$ cat src/rtl/siege_video_pkg.sv
// Shared vertical timing constants and mode types for the Siege raster timing generator.
package siege_video_pkg;

    localparam int NTSC_V_ACTIVE     = 240;
    localparam int NTSC_V_SYNC_START = 244;
    localparam int NTSC_V_TOTAL      = 262;
    localparam int PAL_V_ACTIVE      = 288;
    localparam int PAL_V_SYNC_START  = 294;
    localparam int PAL_V_TOTAL       = 312;
    localparam int V_SYNC_LEN        = 3;

    typedef struct packed {
        logic pal;
        logic scandouble;
    } vmode_t;

    typedef struct packed {
        logic [8:0] v_total;
        logic [8:0] v_active;
        logic [8:0] v_sync_start;
    } vtiming_t;

    // Vertical geometry depends only on the line standard; scandoubling does not change it.
    function automatic vtiming_t vtiming_of(input vmode_t m);
        vtiming_t t;
        if (m.pal) begin
            t.v_total      = 9'(PAL_V_TOTAL);
            t.v_active     = 9'(PAL_V_ACTIVE);
            t.v_sync_start = 9'(PAL_V_SYNC_START);
        end else begin
            t.v_total      = 9'(NTSC_V_TOTAL);
            t.v_active     = 9'(NTSC_V_ACTIVE);
            t.v_sync_start = 9'(NTSC_V_SYNC_START);
        end
        return t;
    endfunction

endpackage

$ cat src/rtl/siege_video_timing_ce_div.sv
// Pixel clock-enable divider: counts 0..D-1 with D = CE_DIV or CE_DIV/2, ticking on the terminal count.
module siege_ce_div #(
    parameter int CE_DIV = 4
) (
    input  logic clk,
    input  logic clear_i,
    input  logic half_i,
    output logic tick_o
);

    localparam int CW = $clog2(CE_DIV);

    logic [CW-1:0] cnt_q;
    logic [CW-1:0] cnt_d;
    logic [CW-1:0] last;

    always_comb begin
        last   = half_i ? CW'(CE_DIV / 2 - 1) : CW'(CE_DIV - 1);
        tick_o = (cnt_q == last);
        cnt_d  = tick_o ? '0 : cnt_q + CW'(1);
    end

    always_ff @(posedge clk) begin
        if (clear_i) begin
            cnt_q <= '0;
        end else begin
            cnt_q <= cnt_d;
        end
    end

endmodule

$ cat src/rtl/siege_video_timing.sv
// Raster timing generator: pixel enable, h/v counters, frame-boundary mode latch and registered decodes.
module siege_video_timing
    import siege_video_pkg::*;
#(
    parameter int CE_DIV       = 4,
    parameter int H_ACTIVE     = 320,
    parameter int H_SYNC_START = 336,
    parameter int H_SYNC_LEN   = 32,
    parameter int H_TOTAL      = 400
) (
    input  logic       clk,
    input  logic       reset_n,
    input  logic       pal,
    input  logic       scandouble,
    output logic       ce_pix,
    output logic [8:0] hcount,
    output logic [8:0] vcount,
    output logic       line_odd,
    output logic       HBlank,
    output logic       HSync,
    output logic       VBlank,
    output logic       VSync,
    output logic       frame_start
);

    localparam logic [8:0] H_LAST = 9'(H_TOTAL - 1);
    localparam logic [8:0] H_ACT  = 9'(H_ACTIVE);
    localparam logic [8:0] H_SS   = 9'(H_SYNC_START);
    localparam logic [9:0] H_SE   = 10'(H_SYNC_START + H_SYNC_LEN);

    vmode_t     mode_q;
    vmode_t     mode_in;
    vtiming_t   vt;
    logic       tick;

    // nh_q/nl_q hold the position of the pixel the next tick will present.
    logic [8:0] nh_q, nh_d;
    logic [9:0] nl_q, nl_d;
    logic [9:0] line_last;
    logic       h_wrap, frame_wrap;

    logic [8:0] v_src;
    logic       odd_src;
    logic       hblank_d, hsync_d, vblank_d, vsync_d, frame_start_d;

    logic       ce_pix_q, frame_start_q, line_odd_q;
    logic       hblank_q, hsync_q, vblank_q, vsync_q;
    logic [8:0] hcount_q, vcount_q;

    siege_ce_div #(.CE_DIV(CE_DIV)) u_ce_div (
        .clk    (clk),
        .clear_i(!reset_n),
        .half_i (mode_q.scandouble),
        .tick_o (tick)
    );

    always_comb begin
        mode_in.pal        = pal;
        mode_in.scandouble = scandouble;
        vt                 = vtiming_of(mode_q);
        line_last          = mode_q.scandouble ? ({vt.v_total, 1'b0} - 10'd1)
                                               : ({1'b0, vt.v_total} - 10'd1);
        h_wrap             = (nh_q == H_LAST);
        frame_wrap         = h_wrap && (nl_q == line_last);
        nh_d               = h_wrap ? 9'd0 : nh_q + 9'd1;
        nl_d               = nl_q;
        if (h_wrap) begin
            nl_d = frame_wrap ? 10'd0 : nl_q + 10'd1;
        end
    end

    always_comb begin
        v_src         = mode_q.scandouble ? nl_q[9:1] : nl_q[8:0];
        odd_src       = mode_q.scandouble & nl_q[0];
        hblank_d      = (nh_q >= H_ACT);
        hsync_d       = (nh_q >= H_SS) && ({1'b0, nh_q} < H_SE);
        vblank_d      = (v_src >= vt.v_active);
        vsync_d       = (v_src >= vt.v_sync_start)
                     && ({1'b0, v_src} < ({1'b0, vt.v_sync_start} + 10'(V_SYNC_LEN)));
        frame_start_d = tick && (nh_q == 9'd0) && (nl_q == 10'd0);
    end

    always_ff @(posedge clk) begin
        if (!reset_n) begin
            mode_q        <= mode_in;
            nh_q          <= 9'd0;
            nl_q          <= 10'd0;
            ce_pix_q      <= 1'b0;
            frame_start_q <= 1'b0;
            hcount_q      <= 9'd0;
            vcount_q      <= 9'd0;
            line_odd_q    <= 1'b0;
            hblank_q      <= 1'b0;
            hsync_q       <= 1'b0;
            vblank_q      <= 1'b0;
            vsync_q       <= 1'b0;
        end else begin
            ce_pix_q      <= tick;
            frame_start_q <= frame_start_d;
            if (tick) begin
                hcount_q   <= nh_q;
                vcount_q   <= v_src;
                line_odd_q <= odd_src;
                hblank_q   <= hblank_d;
                hsync_q    <= hsync_d;
                vblank_q   <= vblank_d;
                vsync_q    <= vsync_d;
                nh_q       <= nh_d;
                nl_q       <= nl_d;
                // New mode governs the frame that begins with the next presented pixel.
                if (frame_wrap) begin
                    mode_q <= mode_in;
                end
            end
        end
    end

    assign ce_pix      = ce_pix_q;
    assign frame_start = frame_start_q;
    assign hcount      = hcount_q;
    assign vcount      = vcount_q;
    assign line_odd    = line_odd_q;
    assign HBlank      = hblank_q;
    assign HSync       = hsync_q;
    assign VBlank      = vblank_q;
    assign VSync       = vsync_q;

endmodule

$ cat config.mk
export PLATFORM = sky130hd
export DESIGN_NAME = siege_video_timing
export DESIGN_NICKNAME = d
export VERILOG_FILES = /design/src/rtl/siege_video_pkg.sv /design/src/rtl/siege_video_timing_ce_div.sv /design/src/rtl/siege_video_timing.sv
export SDC_FILE = /design/constraint.sdc
export NUM_CORES = 1
export LEC_CHECK = 0
export CORE_ASPECT_RATIO = 0.6
export CORE_UTILIZATION = 30
export DETAILED_ROUTE_END_ITERATION = 7
export GPL_ROUTABILITY_DRIVEN = 1
export HOLD_SLACK_MARGIN = 0.08
export PLACE_DENSITY = 0.46
export SLEW_MARGIN = 15
export SYNTH_ARGS = -nofsm -noshare
export SYNTH_HDL_FRONTEND = slang
export SYNTH_SLANG_ARGS = --single-unit
export TNS_END_PERCENT = 20
$ cat constraint.sdc
create_clock -name clk -period 3.6 [get_ports clk]
set_input_delay 0.36 -clock clk [delete_from_list [all_inputs] [get_ports clk]]
set_output_delay 0.36 -clock clk [all_outputs]
set_load 0.005 [all_outputs]
==> results_dict.tcl, run 1 <==
set metrics [dict create \
    cp_data_arrival_time_ps 2690 \
    synth-warning-count 0 \
    totalWireLength_um 6427 \
    final_max_slew_viol_count 0 \
    grt_max_degree 36 \
    cellPowerDensity_mw_per_mm2 435.7 \
    r2r_setup_slack_ps 1120 \
    holdPathStages 2 \
    crit_path_start_kind "flip-flop" \
    crit_family "flip-flops" \
    die-height_um 73.28 \
    synth.avg_cell_area_um2 8.819 \
    cp-startpoint "mode_q[0]" \
    timing.rr.start "mode_q[0]" \
    synth_cell_type_count 54 \
    first_pass_grt_wire_length_um 10880 \
    io_pins 29 \
    netlist_instances 288 \
    synth.cells.most_frequent "46 x sky130_fd_sc_hd__dfxtp_1, 40 x sky130_fd_sc_hd__nand2_1, 31 x sky130_fd_sc_hd__nor2_1, 22 x sky130_fd_sc_hd__a21oi_1, 13 x sky130_fd_sc_hd__ha_1" \
    run_status "completed" \
    worst-path-max-fanout 18 \
    yosys-top-cells-area "sky130_fd_sc_hd__dfxtp_1 36%, sky130_fd_sc_hd__ha_1 6.4%, sky130_fd_sc_hd__nand2_1 5.9%" \
    power.leakage_nw 1.132 \
    synth_edf_count 2 \
    timing.final.hold_violations 0 \
    growth_of_design_area_from_synthesis_to_finish_pct 20.15 \
    antenna_found_initial 0 \
    drt_pre_antenna_iters 4 \
    fin_worst_skew_ps 5.924 \
    postSynth.topFlopCell "sky130_fd_sc_hd__dfxtp_1" \
    initial_core_util_pct 31.60 \
    ctsHtreeMaxLevel 2 \
    first_global_vias 2021 \
    placed_area_mm2 0.002858 \
    worst_setup_hold_path_clk_slew_ps 70 \
    cts-root-buf "sky130_fd_sc_hd__clkbuf_16" \
    ys_seq_area_share_pct 38.62 \
    mappedNetlistNets 305 \
    yosysTopAreaCell "sky130_fd_sc_hd__dfxtp_1" \
    min_to "hcount[2]" \
    timing_worst_setup_path_type "flip-flop to flip-flop" \
    cts_post_setup_buffers_inserted 0 \
    cap_violations 0 \
    dpl_wire_length_um 4603 \
    globalRoute.totalOverflow 0 \
    groute.usage.overall_pct 16.24 \
    vdd_ir_drop_max_mv 0.1876 \
    cts.path.max_buffers 2 \
    final_period_minus_worst_setup_slack_ps 2481 \
    timing.hold.worst.start "hcount[2]" \
    fraction_of_layout_cells_with_a_size_suffix_above_1_pct 8.795 \
    floorplan.rows 25 \
    crit-reg2reg-capture "VSync" \
    post_cts_resized 0 \
    finalWeightedCongestion 0.7741 \
    hold_path_class "flip-flop to flip-flop" \
    n_fill_cell 840 \
    cp_num_buf_inv 0 \
    design.core.area_mm2 0.008039 \
    post-route-period-util_pct 68.91 \
    r2r_cells 6 \
    tritoncts "built" \
    clock_latency_ps 300 \
    drt-initial-drc-count 129 \
    timing.slew.headroom_pct 45.00 \
    design.final.nets 323 \
    post-route-cell-area_mm2 0.003052 \
    num_antenna_cells 0 \
    die_area_mm2 0.008851 \
    clock.fmax_mhz 403.1 \
    cts-buffers-inserted 5 \
    timing.critical_path.cells "mux2_2 > ha_1 > nand4_1 > nor4b_1 > nand3_1 > o31ai_1" \
    cp.required_ps 3810 \
    dr_total_vias 2098 \
    async_reset_ff_share_pct 0 \
    tritoncts_num_sinks 48 \
    number_of_register_bits_inferred_by_synthesis 48 \
    rsz0062_at_grt "no" \
    detail_route.vias_per_cell 5.055 \
    critPathSlowestCell "sky130_fd_sc_hd__edfxtp_1" \
    postCtsHoldBufs 0 \
    max_slew.worst_pin.slew_ps 824.9 \
    syn_area_mm2 0.002540 \
    postRouteAntennaNets 0 \
    synth_top_cell_area_share_pct 36.26 \
    critical-path-max-stage-delay_ps 890 \
    drt-wirelength-per-cell_um 15.49 \
    synthMostInstantiatedCell "sky130_fd_sc_hd__dfxtp_1" \
    die_width_um 120.8 \
    worst_setup_path_end_kind "flip-flop" \
    setup_tns_ps 0 \
    drcViolationCount 0 \
    port_buffers 28 \
    report.final.setup_viol 0 \
]
-- metal layers --
| metal | wire length, um | global-route usage [%] |
|---|---|---|
| met5 | 0 | 0 |
| met4 | 87 | 5.350 |
| met3 | 322 | 4.581 |
| met2 | 2447 | 22.92 |
| met1 | 3571 | 23.55 |
-- power breakdown --
group	leakage [nW]	switching (mW)	internal [mW]
clock network	0.0944	0.219	0.401
logic	0.646	0.0687	0.0596
registers	0.392	0.0293	0.552
-- kinds of logic after synthesis --
| kind of cell | Yosys count | share of synthesized area, % |
|---|---|---|
| and+or+nand+nor | 120 | 23.89 |
| AOI/OAI and AO/OA | 55 | 15.62 |
| DFF | 48 | 38.62 |
| buffers and inverters | 31 | 6.749 |
| adders and majority gates | 13 | 6.404 |
| xor gates and xnor gates | 11 | 4.532 |
| muxes | 10 | 4.187 |
-- per-stage QoR --
stage,worst slack [ps],power (mW),hold WS (ps),utilization [%],cells
floorplan,1633,0.6782,448.3,-,288
global placement,1204,0.7220,442.1,35.55,407
detailed placement,1159,0.7230,451.1,35.55,407
CTS,1115,1.351,460.9,37.96,415
global route,769.7,1.391,476.0,37.96,415
finish,1119,1.330,456.3,37.96,415
-- worst max-delay path by stage --
stage,end,depth (start not counted)
floorplan,VSync,8
global placement,VSync,6
detailed placement,VSync,6
CTS,VSync,6
global route,VSync,6
finish,VSync,6
-- registers in the layout, summed over array words and instances (netlist names) --
name	count
nl_q	10
hcount	9
nh_q	9
vcount	9
mode_q	2
u_ce_div.cnt_q	2
HBlank	1
HSync	1
VBlank	1
VSync	1
ce_pix	1
frame_start	1
line_odd	1
-- cell usage in the layout, fill, tap and decap left out, types with 2 or more instances in the layout --
master and instances:
sky130_fd_sc_hd__a32o_1 3, sky130_fd_sc_hd__nor4b_1 5, sky130_fd_sc_hd__o41ai_2 2, sky130_fd_sc_hd__nor2b_1 2
sky130_fd_sc_hd__ha_1 13, sky130_fd_sc_hd__nor4_1 4, sky130_fd_sc_hd__inv_1 10, sky130_fd_sc_hd__a211oi_1 4
sky130_fd_sc_hd__o21ai_0 2, sky130_fd_sc_hd__and2_1 2, sky130_fd_sc_hd__o211ai_1 3, sky130_fd_sc_hd__mux2_2 4
sky130_fd_sc_hd__o22ai_1 2, sky130_fd_sc_hd__nand3_1 9, sky130_fd_sc_hd__edfxtp_1 2, sky130_fd_sc_hd__nand2_1 40
sky130_fd_sc_hd__a41o_1 3, sky130_fd_sc_hd__and3_1 4, sky130_fd_sc_hd__bufinv_16 2, sky130_fd_sc_hd__dfxtp_1 46
sky130_fd_sc_hd__mux2i_1 5, sky130_fd_sc_hd__buf_4 2, sky130_fd_sc_hd__clkdlybuf4s50_1 28, sky130_fd_sc_hd__a21o_1 2
sky130_fd_sc_hd__or3_1 3, sky130_fd_sc_hd__xor2_1 4, sky130_fd_sc_hd__a21oi_1 22, sky130_fd_sc_hd__xnor2_1 6
sky130_fd_sc_hd__nor3_1 8, sky130_fd_sc_hd__nor2_1 31, sky130_fd_sc_hd__o31ai_1 4, sky130_fd_sc_hd__nand4_1 3
sky130_fd_sc_hd__clkbuf_16 5
-- final cells by class --
cell class	instances	area (um^2)	area share, %
multi-input combinational	209	1388	45.47
clock buffer	5	125.1	4.100
inverter	12	58.81	1.927
timing repair buffer	30	295.3	9.676
clock inverter	3	68.82	2.255
sequential	48	980.9	32.14
tap	108	135.1	4.428
-- tightest hold or removal path, delay by kind of cell (launching register included) --
family          cells  cell delay, ps
simple gates        1              50
compound gates      1              50
flops               1             310
Note: power is estimated with default switching activity, not from simulation.
==> run 2, diff against run 1 <==
--- a/config.mk
+++ b/config.mk
@@ -10,7 +10,7 @@
 export DETAILED_ROUTE_END_ITERATION = 7
 export GPL_ROUTABILITY_DRIVEN = 1
 export HOLD_SLACK_MARGIN = 0.08
-export PLACE_DENSITY = 0.46
+export PLACE_DENSITY = 0.48
 export SLEW_MARGIN = 15
 export SYNTH_ARGS = -nofsm -noshare
 export SYNTH_HDL_FRONTEND = slang
==> constraint.sdc (replaced) <==
create_clock -name clk -period 2.23 [get_ports clk]
set_input_delay 0.223 -clock clk [delete_from_list [all_inputs] [get_ports clk]]
set_output_delay 0.223 -clock clk [all_outputs]
set_load 0.005 [all_outputs]
==> run 2 against run 1 <==
Against the previous run:
- sequential power increased by 59%
- flip-flop and latch count is the same
- highest routed layer unchanged
- combinational power grew 92%
- final cell count grew 2.4%
==> results_dict.tcl, run 2 (synthesized netlist as in run 1, its figures left out) <==
set metrics [dict create \
    tritoncts_num_sinks 48 \
    timing_worst_setup_path_type "flip-flop to flip-flop" \
    die_area_mm2 0.008851 \
    critPathSlowestCell "sky130_fd_sc_hd__edfxtp_1" \
    worst_setup_path_end_kind "flip-flop" \
    design.core.area_mm2 0.008039 \
    ctsHtreeMaxLevel 2 \
    crit_path_start_kind "flip-flop" \
    fraction_of_layout_cells_with_a_size_suffix_above_1_pct 11.67 \
    num_antenna_cells 0 \
    final_common_cell "sky130_fd_sc_hd__dfxtp_1" \
    grt_max_degree 36 \
    dr_total_vias 2139 \
    cp_data_arrival_time_ps 2280 \
    die-height_um 73.28 \
    max_slew.worst_pin.slew_ps 423.1 \
    cp_num_buf_inv 1 \
    largest_reg_flops 10 \
    vdd_ir_drop_max_mv 0.2723 \
    pre_cts_setup_slack_ps 89.76 \
    r2r_cells 7 \
    groute.usage.overall_pct 15.71 \
    io_pins 29 \
    clock_latency_ps 290 \
    registers.top_by_ff_count "nl_q" \
    worst_slack_ps 159.0 \
    first_pass_grt_wire_length_um 10450 \
    cp.required_ps 2440 \
    drt-initial-drc-count 113 \
    hold_path_class "flip-flop to flip-flop" \
    critical-path-max-stage-delay_ps 370 \
    drcViolationCount 0 \
    drt-wirelength-per-cell_um 15.02 \
    crit_family "simple AND/OR/NAND/NOR gates" \
    n_fill_cell 835 \
    rsz0062_at_grt "no" \
    totalWireLength_um 6383 \
    layout_common_cells "46 x sky130_fd_sc_hd__dfxtp_1, 40 x sky130_fd_sc_hd__nand2_1, 31 x sky130_fd_sc_hd__nor2_1" \
    design.final.nets 333 \
    timing.slew.headroom_pct 70.99 \
    final_max_slew_viol_count 0 \
    globalRoute.totalOverflow 0 \
    power.leakage_nw 1.177 \
    first_global_vias 1959 \
    cap_violations 0 \
    run_status "completed" \
    postCtsHoldBufs 0 \
    cts.path.max_buffers 2 \
    growth_of_design_area_from_synthesis_to_finish_pct 22.76 \
    cp.depth 7 \
    floorplan.rows 25 \
    drt_pre_antenna_iters 4 \
    cp-endpoint "VSync" \
    setup_tns_ps 0 \
    finalWeightedCongestion 0.8267 \
    worst_setup_hold_path_clk_slew_ps 70 \
    cellPowerDensity_mw_per_mm2 639.6 \
    final_core_utilization_pct 38.79 \
    timing.final.hold_violations 0 \
    worst-path-max-fanout 18 \
    postRouteAntennaNets 0 \
    antenna_found_initial 0 \
    die_width_um 120.8 \
    report.final.setup_viol 0 \
    final_period_minus_worst_setup_slack_ps 2071 \
    r2r_setup_slack_ps 160 \
    fin_worst_skew_ps 6.280 \
    post-route-period-util_pct 92.87 \
    cts-buffers-inserted 5 \
    detail_route.vias_per_cell 5.033 \
    crit-reg2reg-capture "VSync" \
    timing.rr.start "mode_q[0]" \
    cp-startpoint "mode_q[0]" \
    tritoncts "built" \
    initial_core_util_pct 31.60 \
    timing.critical_path.cells "buf_12 > mux2_2 > ha_1 > nand4_1 > nor4b_1 > nand3_1 > o31ai_1" \
    dpl_wire_length_um 4533 \
    cts-root-buf "sky130_fd_sc_hd__clkbuf_16" \
    clock.fmax_mhz 482.9 \
    port_buffers 28 \
]
## run 2: cell types whose count changed in the layout (fill, tap and decap cells not counted)
cell,before,now
sky130_fd_sc_hd__inv_6,1,0
sky130_fd_sc_hd__clkinv_2,0,1
sky130_fd_sc_hd__clkbuf_1,0,1
sky130_fd_sc_hd__bufinv_16,2,0
sky130_fd_sc_hd__o311a_2,0,1
sky130_fd_sc_hd__o311a_1,1,0
sky130_fd_sc_hd__clkbuf_16,5,6
sky130_fd_sc_hd__buf_12,0,2
sky130_fd_sc_hd__buf_4,2,10
## run 2: worst min path at each step
stage | endpoint | startpoint | slack [ps] | cells after the start
after detailed placement | hcount[8] | hcount[8] | 450 | 2
after CTS | hcount[8] | hcount[8] | 460 | 2
after global placement | HBlank | HBlank | 440 | 2
final | hcount[8] | hcount[8] | 460 | 2
after global routing | hcount[2] | hcount[2] | 480 | 2
after floorplan | mode_q[0] | scandouble | 320 | 0
## run 2: power by group
part | internal [mW] | total, mW | switching, mW
logic | 0.117 | 0.246 | 0.129
clock network | 0.483 | 0.825 | 0.342
registers | 0.891 | 0.923 | 0.0315
total | 1.49 | 1.99 | 0.503
## run 2: what timing repair did
item                                    in CTS  in global routing
endpoints found under the setup margin       0                  2
resized for setup                            0                  1
buffers inserted                             0                  0
## run 2: layer usage
metal	wire, um	vias to the layer above	global-route usage, %
li1	-	1069	-
met1	3495	1013	23.63
met2	2489	50	21.14
met3	303	7	4.193
met4	95	0	5.350
met5	0	-	0
## run 2: cell type report
type / instances / area (um^2) / share of cell area, %
multi-input cells: 209 / 1389 / 44.54
flip-flops and latches: 48 / 980.9 / 31.46
repair buffers: 40 / 395.4 / 12.68
clock buffers: 7 / 153.9 / 4.936
well taps: 108 / 135.1 / 4.334
inverters: 12 / 58.81 / 1.886
clock inverters: 1 / 5.005 / 0.1605
## run 2: worst reg2reg max path, delay by kind of cell (launching register included)
family                     cells  cell delay (ps)
AOI/OAI and AO/OA              1              210
muxes                          1              370
and+or+nand+nor                3              560
buffers and inverters          1              170
adders and majority gates      1              300
DFF                            1              370
## run 2: through the flow
stage	instances	total power [mW]	hold WS, ps	cell area [um^2]
global route	425	2.078	476.5	3118
finish	425	1.994	455.0	3118
CTS	425	2.021	458.7	3117
detailed placement	417	1.188	449.4	2958
floorplan	288	1.095	321.9	2540
global placement	417	1.191	442.0	2958
==> run 3, diff against run 2 <==
==> constraint.sdc (replaced) <==
create_clock -name clk -period 1.7 [get_ports clk]
set_input_delay 0.17 -clock clk [delete_from_list [all_inputs] [get_ports clk]]
set_output_delay 0.17 -clock clk [all_outputs]
set_load 0.005 [all_outputs]
==> run 3 against run 2 <==
Against the previous run:
- the run now ends with setup timing left
- setup slack got worse by 390 ps
- combinational power up 87%
- wire length is 14% higher
- clock skew about the same
- via count up 12%
- highest routed layer unchanged
- global-route usage up 1.9 points
- clock power grew 33%
- utilization increased by 8.5 points
- largest power group unchanged
==> results_dict.tcl, run 3 (synthesized netlist as in run 1, its figures left out) <==
set metrics [dict create \
    tritoncts_num_sinks 48 \
    cts.path.max_buffers 2 \
    r2r_cells 7 \
    floorplan.rows 25 \
    post-route-period-util_pct 113.7 \
    cts-buffers-inserted 5 \
    timing.slew.headroom_pct 76.12 \
    fraction_of_layout_cells_with_a_size_suffix_above_1_pct 31.93 \
    dpl_wire_length_um 5300 \
    final_max_slew_viol_count 0 \
    worst_slack_ps -232.7 \
    io_pins 29 \
    groute.usage.overall_pct 17.62 \
    cp-startpoint "mode_q[0]" \
    n_fill_cell 770 \
    registers.top_by_ff_count "nl_q" \
    crit_path_start_kind "flip-flop" \
    multi_input_area_mm2 0.001549 \
    timing.final.hold_violations 0 \
    first_pass_grt_wire_length_um 11750 \
    power.leakage_nw 1.563 \
    clock_latency_ps 300 \
    initial_core_util_pct 31.60 \
    max_slew.worst_pin.slew_ps 355.5 \
    largest_reg_flops 10 \
    failed_checks "setup timing" \
    num_antenna_cells 0 \
    first_global_vias 2232 \
    cp_data_arrival_time_ps 2150 \
    ctsHtreeMaxLevel 2 \
    port_buffers 28 \
    growth_of_design_area_from_synthesis_to_finish_pct 49.51 \
    run_status "complete, but fails checks" \
    drt-wirelength-per-cell_um 14.94 \
    drt_pre_antenna_iters 4 \
    totalWireLength_um 7277 \
    report.final.setup_viol 23 \
    fin_worst_skew_ps 6.314 \
    final_core_utilization_pct 47.24 \
    timing_worst_setup_path_type "flip-flop to flip-flop" \
    worst-path-max-fanout 3 \
    finalWeightedCongestion 0.8493 \
    globalRoute.totalOverflow 0 \
    dr_total_vias 2385 \
    postCtsHoldBufs 0 \
    cellPowerDensity_mw_per_mm2 724.8 \
    drcViolationCount 0 \
    setup_tns_ps -3142 \
    worst_setup_path_end_kind "flip-flop" \
    holdWs_ps 455.0 \
    holdPathStages 2 \
    design.core.area_mm2 0.008039 \
    hold_path_class "flip-flop to flip-flop" \
    die_area_mm2 0.008851 \
    timing.rr.start "mode_q[0]" \
    drt-initial-drc-count 101 \
    cp.required_ps 1910 \
    design.final.nets 395 \
    cts-root-buf "sky130_fd_sc_hd__clkbuf_16" \
    rsz0062_at_grt "yes" \
    layout_common_cells "63 x sky130_fd_sc_hd__buf_4, 46 x sky130_fd_sc_hd__dfxtp_1, 39 x sky130_fd_sc_hd__nand2_1" \
    final_common_cell "sky130_fd_sc_hd__buf_4" \
    ff_latch_area_um2 980.9 \
    grt_max_degree 22 \
    vdd_ir_drop_max_mv 0.3040 \
    timing.hold.worst.start "hcount[5]" \
    cap_violations 0 \
    detail_route.vias_per_cell 4.897 \
    worst_setup_hold_path_clk_slew_ps 70 \
    clock.fmax_mhz 517.4 \
    postRouteAntennaNets 0 \
    final_period_minus_worst_setup_slack_ps 1933 \
    tritoncts "built" \
    antenna_found_initial 0 \
    die_width_um 120.8 \
    die-height_um 73.28 \
]
run 3: per-stage QoR:
stage	total power, mW	worst slack (ps)	instances	instance area (um^2)
5_1_grt	2.865	-385.0	487	3797
6_report	2.753	-232.7	487	3797
4_1_cts	2.766	-230.5	483	3706
3_5_place_dp	1.633	-292.5	466	3352
2_1_floorplan	1.440	-244.0	288	2570
3_3_place_gp	1.636	-273.8	466	3352
run 3: path summary, 6_finish.rpt:
| path | end | slack (ps) |
|---|---|---|
| setup / recovery | VSync | -230 |
| hold / removal | hcount[5] | 460 |
| setup reg to reg | VSync | -230 |
| hold reg to reg | hcount[5] | 460 |
run 3: layout make-up:
cell class,count,share of cell area (%)
timing repair buffer,102,24.09
multi-input combinational,209,40.79
tap,108,3.558
sequential,48,25.83
inverter,12,1.549
clock buffer,7,4.053
clock inverter,1,0.1318
run 3: metal layers:
layer  GRT usage, %  vias up  part of all wire, %
met2          24.33       48                   40
met4          5.350        0                 0.98
met1          26.84     1132                   54
li1               -     1198                    -
met5              0        -                    0
met3          3.727        7                  5.9
run 3: report_power, final:
part | internal (mW) | switching, mW
clock | 0.634 | 0.461
combinational | 0.238 | 0.223
sequential | 1.17 | 0.0276
run 3: worst max-delay path, cell delays in order, from the launching register on:
cell and delay [ps]:
sky130_fd_sc_hd__edfxtp_1 420, sky130_fd_sc_hd__buf_4 180, sky130_fd_sc_hd__mux2_4 310, sky130_fd_sc_hd__ha_4 280, sky130_fd_sc_hd__nand4_1 130, sky130_fd_sc_hd__nor4b_2 230, sky130_fd_sc_hd__nand3_1 130, sky130_fd_sc_hd__o31ai_2 180
run 3: repair_timing:
item | 4_1_cts | 5_1_grt
gates resized for setup | 24 | 16
buffers inserted | 8 | 5
pin swaps | 10 | 10
endpoints found under the setup margin | 44 | 43
gates cloned | 1 | 0
